--- src/rtl/multicycle_ctrl.sv ---
// Multi-cycle control FSM for the MIPS-subset datapath.
// Walks one instruction through FETCH/DECODE/EXEC/MEM/WB, drives the datapath
// mux selects and write enables, and runs the memory request handshake.
//
// Handshake: mem_req is high for every cycle of a FETCH or MEM access. The
// access completes in the cycle where mem_req and mem_ack are both high. The
// FSM leaves the state on the next rising edge. mem_ack is ignored while
// mem_req is low.
//
// The state, decoded instruction class, wait counter, bus_err and retired are
// registered. The enables and selects are decoded from these registers in the
// same cycle. An ack therefore produces IRWrite/PCWrite in the cycle it
// arrives. An asynchronous reset also clears every output at once.
module multicycle_ctrl #(
  parameter int TIMEOUT = 16,
  parameter int CNT_W   = 32
) (
  input  logic             clk,
  input  logic             rst_n,
  input  logic [5:0]       opcode,
  input  logic [5:0]       funct,
  input  logic             zero,
  input  logic             mem_ack,
  output logic             mem_req,
  output logic             mem_we,
  output logic             PCWrite,
  output logic [1:0]       NPCSel,
  output logic             IRWrite,
  output logic             RegWrite,
  output logic [1:0]       RegDst,
  output logic             ALUSrc,
  output logic [1:0]       DatatoReg,
  output logic [2:0]       ALUOp,
  output logic             ExtOp,
  output logic             illegal,
  output logic             bus_err,
  output logic [CNT_W-1:0] retired,
  output logic [2:0]       state_dbg
);

  typedef enum logic [2:0] {
    S_INIT   = 3'd0,
    S_FETCH  = 3'd1,
    S_DECODE = 3'd2,
    S_EXEC   = 3'd3,
    S_MEM    = 3'd4,
    S_WB     = 3'd5,
    S_HALT   = 3'd6
  } state_t;

  typedef enum logic [3:0] {
    I_ADDU, I_SUBU, I_ORI, I_LUI, I_LW, I_SW, I_BEQ, I_JR, I_JAL, I_BAD
  } instr_t;

  localparam int WCW = $clog2(TIMEOUT + 1);
  localparam logic [WCW-1:0] LAST_WAIT = WCW'(TIMEOUT - 1);

  state_t         state;
  instr_t         instr;
  instr_t         dec_instr;
  logic [WCW-1:0] wait_cnt;
  logic           timeout_hit;

  // Map an opcode/funct pair to an instruction class. Any pair outside the
  // supported subset, including the all-zero nop, is treated as illegal.
  function automatic instr_t decode(input logic [5:0] op, input logic [5:0] fn);
    instr_t d;
    d = I_BAD;
    case (op)
      6'b000000: begin
        case (fn)
          6'b100001: d = I_ADDU;
          6'b100011: d = I_SUBU;
          6'b001000: d = I_JR;
          default:   d = I_BAD;
        endcase
      end
      6'b001101: d = I_ORI;
      6'b001111: d = I_LUI;
      6'b100011: d = I_LW;
      6'b101011: d = I_SW;
      6'b000100: d = I_BEQ;
      6'b000011: d = I_JAL;
      default:   d = I_BAD;
    endcase
    return d;
  endfunction

  assign dec_instr   = decode(opcode, funct);
  assign timeout_hit = (wait_cnt == LAST_WAIT);
  assign state_dbg   = state;

  // Sequence the instruction, time out memory waits, and count retirements.
  always_ff @(posedge clk or negedge rst_n) begin
    if (!rst_n) begin
      state    <= S_INIT;
      instr    <= I_BAD;
      wait_cnt <= '0;
      bus_err  <= 1'b0;
      retired  <= '0;
    end else begin
      case (state)
        S_INIT: begin
          state    <= S_FETCH;
          wait_cnt <= '0;
        end
        S_FETCH: begin
          if (mem_ack) begin
            state    <= S_DECODE;
            wait_cnt <= '0;
          end else begin
            wait_cnt <= wait_cnt + WCW'(1);
            if (timeout_hit) begin
              bus_err <= 1'b1;
              state   <= S_HALT;
            end
          end
        end
        S_DECODE: begin
          instr <= dec_instr;
          case (dec_instr)
            I_BAD: begin
              state    <= S_FETCH;
              wait_cnt <= '0;
            end
            I_JAL:   state <= S_WB;
            default: state <= S_EXEC;
          endcase
        end
        S_EXEC: begin
          case (instr)
            I_LW, I_SW: begin
              state    <= S_MEM;
              wait_cnt <= '0;
            end
            I_BEQ, I_JR: begin
              state    <= S_FETCH;
              wait_cnt <= '0;
              retired  <= retired + CNT_W'(1);
            end
            default: state <= S_WB;
          endcase
        end
        S_MEM: begin
          if (mem_ack) begin
            wait_cnt <= '0;
            if (instr == I_SW) begin
              state   <= S_FETCH;
              retired <= retired + CNT_W'(1);
            end else begin
              state <= S_WB;
            end
          end else begin
            wait_cnt <= wait_cnt + WCW'(1);
            if (timeout_hit) begin
              bus_err <= 1'b1;
              state   <= S_HALT;
            end
          end
        end
        S_WB: begin
          state    <= S_FETCH;
          wait_cnt <= '0;
          retired  <= retired + CNT_W'(1);
        end
        S_HALT:  state <= S_HALT;
        default: state <= S_HALT;
      endcase
    end
  end

  // Decode enables and mux selects from the current state and instruction.
  // The ALU selects are set in EXEC and stay set through MEM and WB.
  always_comb begin
    mem_req   = 1'b0;
    mem_we    = 1'b0;
    PCWrite   = 1'b0;
    NPCSel    = 2'b00;
    IRWrite   = 1'b0;
    RegWrite  = 1'b0;
    RegDst    = 2'b00;
    ALUSrc    = 1'b0;
    DatatoReg = 2'b00;
    ALUOp     = 3'b000;
    ExtOp     = 1'b0;
    illegal   = 1'b0;

    if (state == S_EXEC || state == S_MEM || state == S_WB) begin
      case (instr)
        I_ADDU: begin ALUOp = 3'b000; ALUSrc = 1'b0; ExtOp = 1'b1; end
        I_LW,
        I_SW:   begin ALUOp = 3'b000; ALUSrc = 1'b1; ExtOp = 1'b1; end
        I_SUBU,
        I_BEQ:  begin ALUOp = 3'b001; ALUSrc = 1'b0; ExtOp = 1'b0; end
        I_ORI:  begin ALUOp = 3'b010; ALUSrc = 1'b1; ExtOp = 1'b0; end
        I_LUI:  begin ALUOp = 3'b011; ALUSrc = 1'b1; ExtOp = 1'b0; end
        default: ;
      endcase
    end

    case (state)
      S_FETCH: begin
        mem_req = 1'b1;
        if (mem_ack) begin
          IRWrite = 1'b1;
          PCWrite = 1'b1;
          NPCSel  = 2'b00;
        end
      end
      S_DECODE: illegal = (dec_instr == I_BAD);
      S_EXEC: begin
        if (instr == I_BEQ) begin
          PCWrite = zero;
          NPCSel  = 2'b01;
        end else if (instr == I_JR) begin
          PCWrite = 1'b1;
          NPCSel  = 2'b11;
        end
      end
      S_MEM: begin
        mem_req = 1'b1;
        mem_we  = (instr == I_SW);
      end
      S_WB: begin
        RegWrite = 1'b1;
        case (instr)
          I_ADDU, I_SUBU: RegDst = 2'b01;
          I_LW:           DatatoReg = 2'b01;
          I_JAL: begin
            RegDst    = 2'b10;
            DatatoReg = 2'b10;
            PCWrite   = 1'b1;
            NPCSel    = 2'b10;
          end
          default: ;
        endcase
      end
      default: ;
    endcase
  end

endmodule

--- config.mk ---
export PLATFORM = sky130hd
export DESIGN_NAME = multicycle_ctrl
export DESIGN_NICKNAME = d
export VERILOG_FILES = /design/src/rtl/multicycle_ctrl.sv
export SDC_FILE = /design/constraint.sdc
export NUM_CORES = 1
export LEC_CHECK = 0
export ABC_AREA = 1
export CORE_MARGIN = 5
export CORE_UTILIZATION = 46
export CTS_BUF_LIST = sky130_fd_sc_hd__clkbuf_16
export CTS_CLUSTER_DIAMETER = 120
export CTS_CLUSTER_SIZE = 20
export DETAILED_ROUTE_END_ITERATION = 7
export PLACE_DENSITY = 0.74
export RECOVER_POWER = 25
export SLEW_MARGIN = 0
export SYNTH_ARGS = -nofsm -noshare
export SYNTH_HDL_FRONTEND = slang
export SYNTH_SLANG_ARGS = --single-unit
--- constraint.sdc ---
create_clock -name clk -period 1.45 [get_ports clk]
set_input_delay 0.29 -clock clk [delete_from_list [all_inputs] [get_ports clk]]
set_output_delay 0.29 -clock clk [all_outputs]
set_load 0.005 [all_outputs]
==> flow_metrics.env <==
export IMPL_intPower_mw=4.70
export IMPL_post_route_min_period_ps=1960
export IMPL_diodes=0
export IMPL_crit_top_cell="inv_1"
export IMPL_postPlaceCellArea_sq_um=4400
export IMPL_power_total_mw=7.88
export IMPL_clk_pin_slew_ps=70
export IMPL_final_cells=733
export IMPL_cp_top_family="buffers and inverters"
export IMPL_drive_gt1_share_pct=41.0
export IMPL_power_density_nw_per_um2=1450
export IMPL_cp_cell_sequence="buf_6 > nor2_2 > inv_1 > o21ai_0 > nand2_1 > inv_1 > buf_2"
export IMPL_status="finished with violations"
export IMPL_synth_warnings=0
export IMPL_worstSetupPathType="flip-flop to output pin"
export IMPL_dr_pass1_iters=5
export IMPL_fin_crit_sh_pct=135
export IMPL_clk_latency_ps=290
export IMPL_power_switching_mw=3.18
export IMPL_rsz0062_at_grt="yes"
export IMPL_hold_ws_ps=486
export IMPL_grt_ovfl_total=0
export IMPL_setup_ws_ps=-506
export IMPL_stdcell_area_sq_um=5430
export IMPL_pwr_share_clk_pct=14.4
export IMPL_cp_startpoint="instr[3]$_DFFE_PN1P_"
export IMPL_grt_pass1_wl_mm=17.0
export IMPL_drt_total_wl_mm=12.4
export IMPL_tritoncts="built"
export IMPL_crit_path_max_incr_delay_ps=400
export IMPL_synth_fp_nets=460
export IMPL_wl_per_cell_um=16.9
export IMPL_track_usage_pct=24.6
export IMPL_viasPerCell=5.30
export IMPL_crit_cells=7
export IMPL_rows=29
export IMPL_die_area_sq_um=8270
export IMPL_r2r_cells=11
export IMPL_ant_nets=0
export IMPL_area_growth_pct=80.2
export IMPL_min_path_cells=2
export IMPL_coreArea_sq_um=6350
export IMPL_grt_pass1_vias=3776
export IMPL_hpwl_mm=6.96
export IMPL_switching_share_pct=40.4
export IMPL_placedCellCount=663
export IMPL_p_seq_share_pct=22.7
export IMPL_yosysSeqAreaShare_pct=37.4
export IMPL_slew_headroom_pct=65.5
export IMPL_end_kind="output pin"
export IMPL_port_buffers=67
export IMPL_final_util_pct=85.5
export IMPL_synthesis_area_sq_um=3010
export IMPL_place_congestion=0.846
export IMPL_grt_max_degree=26
export IMPL_io_pins=69
export IMPL_violations="setup timing"
export IMPL_cp_arrival_ps=1670
export IMPL_die_width_um=90.9
export IMPL_antenna_found_initial=0
export IMPL_synth_seq_cells=45
export IMPL_p_leak_nw=3.01
export IMPL_crit_fanout=4
export IMPL_vdd_drop_max_v=0.00114
export IMPL_cp_start_kind="flip-flop"
export IMPL_synthCells=441
export IMPL_dr_total_vias=3886
export IMPL_synth_area_per_cell_sq_um=6.83
export IMPL_power_frac_comb_pct=62.9
export IMPL_hp_start="wait_cnt[4]$_DFFE_PN0P_"
export IMPL_synth_cell_type_count=34
export IMPL_cts_sinks=45
export IMPL_cts_root_buf="clkbuf_16"
export IMPL_initial_core_util_pct=47.5
export IMPL_die_h_um=90.9
export IMPL_reg2reg_from="state_dbg[0]$_DFF_PN0_"
export IMPL_hold_viol=0
export IMPL_slew_violations=0
export IMPL_clock_skew_ps=4.41
export IMPL_drc=0
export IMPL_cts_max_level=2
export IMPL_worst_slew_pin_slew_ps=518
export IMPL_drt_iter0_markers=235
export IMPL_setup_viol=61
export IMPL_crit_buf_inv=4
export IMPL_required_ps=1160
export IMPL_cts_buffers=5
export IMPL_hold_class="flip-flop to flip-flop"
export IMPL_cap_violations=0
export IMPL_timing_fmax_ghz=0.511
export IMPL_cts_buffer_depth=2
export IMPL_fin_nets=674
export IMPL_slowest_stage="dfstp_2"
-- power groups by stage --
stage	combinational, mW	sequential [mW]	clock, mW
6_report	4.96	1.78	1.13
5_1_grt	5.22	1.81	1.19
4_1_cts	3.98	1.75	1.13
3_5_place_dp	3.10	1.81	0
3_3_place_gp	3.03	1.79	0
2_1_floorplan	1.25	1.84	0
-- cell type report --
type / count / area [sq um]
Tap cell: 77 / 96.3
Multi-Input combinational cell: 333 / 1990
Inverter: 57 / 229
Clock inverter: 3 / 17.5
Timing Repair Buffer: 213 / 1840
Clock buffer: 5 / 125
Fill cell: 372 / 918
Sequential cell: 45 / 1140
-- state kept, by name (all words and copies together) (netlist names) --
| signal | flops |
|---|---|
| state_dbg | 3 |
| wait_cnt | 5 |
| bus_err | 1 |
| instr | 4 |
| retired | 32 |
-- path summary, 6_finish.rpt --
path	to	slack (ps)
max	ALUOp[0]	-510
min	wait_cnt[4]$_DFFE_PN0P_	490
max reg2reg	retired[4]$_DFFE_PN0P_	-440
min reg2reg	wait_cnt[4]$_DFFE_PN0P_	490
max in group asynchronous	retired[27]$_DFFE_PN0P_	470
min in group asynchronous	retired[5]$_DFFE_PN0P_	540
-- what timing repair did --
action                                 4_1_cts  5_1_grt
setup endpoints to repair                   94       64
pin swaps                                   33       29
cloned                                       0        2
endpoints found under the hold margin       20        0
hold buffers                                 1        0
setup buffers                               46       23
resized for setup                          203       78
-- cell usage in the layout, fill, tap and decap left out, types with 2 or more instances in the layout --
| cell type | netlist | routed |
|---|---|---|
| nand2_1 | 147 | 131 |
| buf_4 | 1 | 113 |
| inv_1 | 52 | 43 |
| nor2_1 | 62 | 40 |
| dfrtp_1 | 43 | 37 |
| buf_6 | 2 | 33 |
| dlygate4sd2_1 | 0 | 28 |
| xor2_1 | 22 | 22 |
| nor2_2 | 2 | 17 |
| nand3_1 | 24 | 17 |
| nor3_1 | 15 | 14 |
| buf_2 | 3 | 13 |
| inv_2 | 5 | 10 |
| nor2_4 | 2 | 9 |
| nand2_2 | 2 | 9 |
| o21ai_1 | 4 | 9 |
| nand2_4 | 0 | 8 |
| nand3_4 | 0 | 7 |
| nand4_1 | 7 | 7 |
| clkbuf_16 | 0 | 7 |
| dlymetal6s2s_1 | 0 | 7 |
| dfrtp_2 | 0 | 6 |
| xnor2_1 | 6 | 5 |
| clkbuf_2 | 0 | 5 |
| clkdlybuf4s50_1 | 0 | 5 |
| o21ai_0 | 11 | 4 |
| nor3_4 | 0 | 4 |
| inv_4 | 0 | 3 |
| nand3b_1 | 3 | 3 |
| nand3_2 | 3 | 3 |
| clkdlybuf4s15_1 | 0 | 3 |
| a31oi_1 | 2 | 2 |
| o21ai_2 | 0 | 2 |
| or2_2 | 2 | 2 |
| clkinv_2 | 0 | 2 |
| dfstp_2 | 2 | 2 |
| buf_12 | 0 | 2 |
-- cell families (layout without fill, tap and decap cells) --
group | after synthesis | in the layout | share of synthesized area, %
adders and majority gates | 3 | 3 | 1.25
and+or+nand+nor | 275 | 275 | 39.5
buffers and inverters | 63 | 278 | 8.59
DFF | 45 | 45 | 37.4
other | 1 | 1 | 0.124
xor gates and xnor gates | 28 | 28 | 8.14
AOI/OAI and AO/OA | 26 | 26 | 4.98
-- cell usage after synthesis --
library cell | count | area share (%)
nor4_1 | 1 | 0.21
xor2_1 | 22 | 6.4
or2_2 | 2 | 0.42
inv_2 | 5 | 0.62
a211oi_1 | 1 | 0.25
nand4_1 | 7 | 1.5
nand3_1 | 24 | 4.0
a211o_1 | 1 | 0.29
o21ai_0 | 11 | 1.8
dfstp_2 | 2 | 1.7
o21a_1 | 1 | 0.25
a31oi_1 | 2 | 0.42
buf_6 | 2 | 0.75
a21oi_1 | 3 | 0.50
dfrtp_1 | 43 | 36
nor2_1 | 62 | 7.7
o21ai_1 | 4 | 0.66
ha_1 | 3 | 1.2
nand3_2 | 3 | 1.0
o21bai_1 | 2 | 0.50
xnor2_1 | 6 | 1.7
nor3b_1 | 1 | 0.25
nor2_2 | 2 | 0.42
conb_1 | 1 | 0.12
buf_2 | 3 | 0.50
nand3b_1 | 3 | 0.75
inv_1 | 52 | 6.5
nor3_2 | 4 | 1.3
nand2_2 | 2 | 0.42
nor2_4 | 2 | 0.75
nand2_1 | 147 | 18
buf_4 | 1 | 0.25
o311ai_0 | 1 | 0.29
nor3_1 | 15 | 2.5
-- tightest hold or removal path: cells and delay by family (launching register included) --
family	cells	cell delay [ps]
flops	1	350
simple gates	2	100
-- per-layer routing --
layer	vias up	share of wire, %	global-route usage [%]
met5	-	0	0
met4	0	4.6	8.92
met3	65	6.9	4.63
met2	228	53	44.7
met1	1789	36	28.6
li1	1804	-	-
-- stage by stage --
step / worst slack [ps] / setup TNS (ps)
floorplan: -33.4 / -69.4
global placement: -912 / -18360
detailed placement: -976 / -19570
CTS: -329 / -12310
global route: -584 / -21600
finish: -506 / -18970
Power figures use the tool's default switching activity.
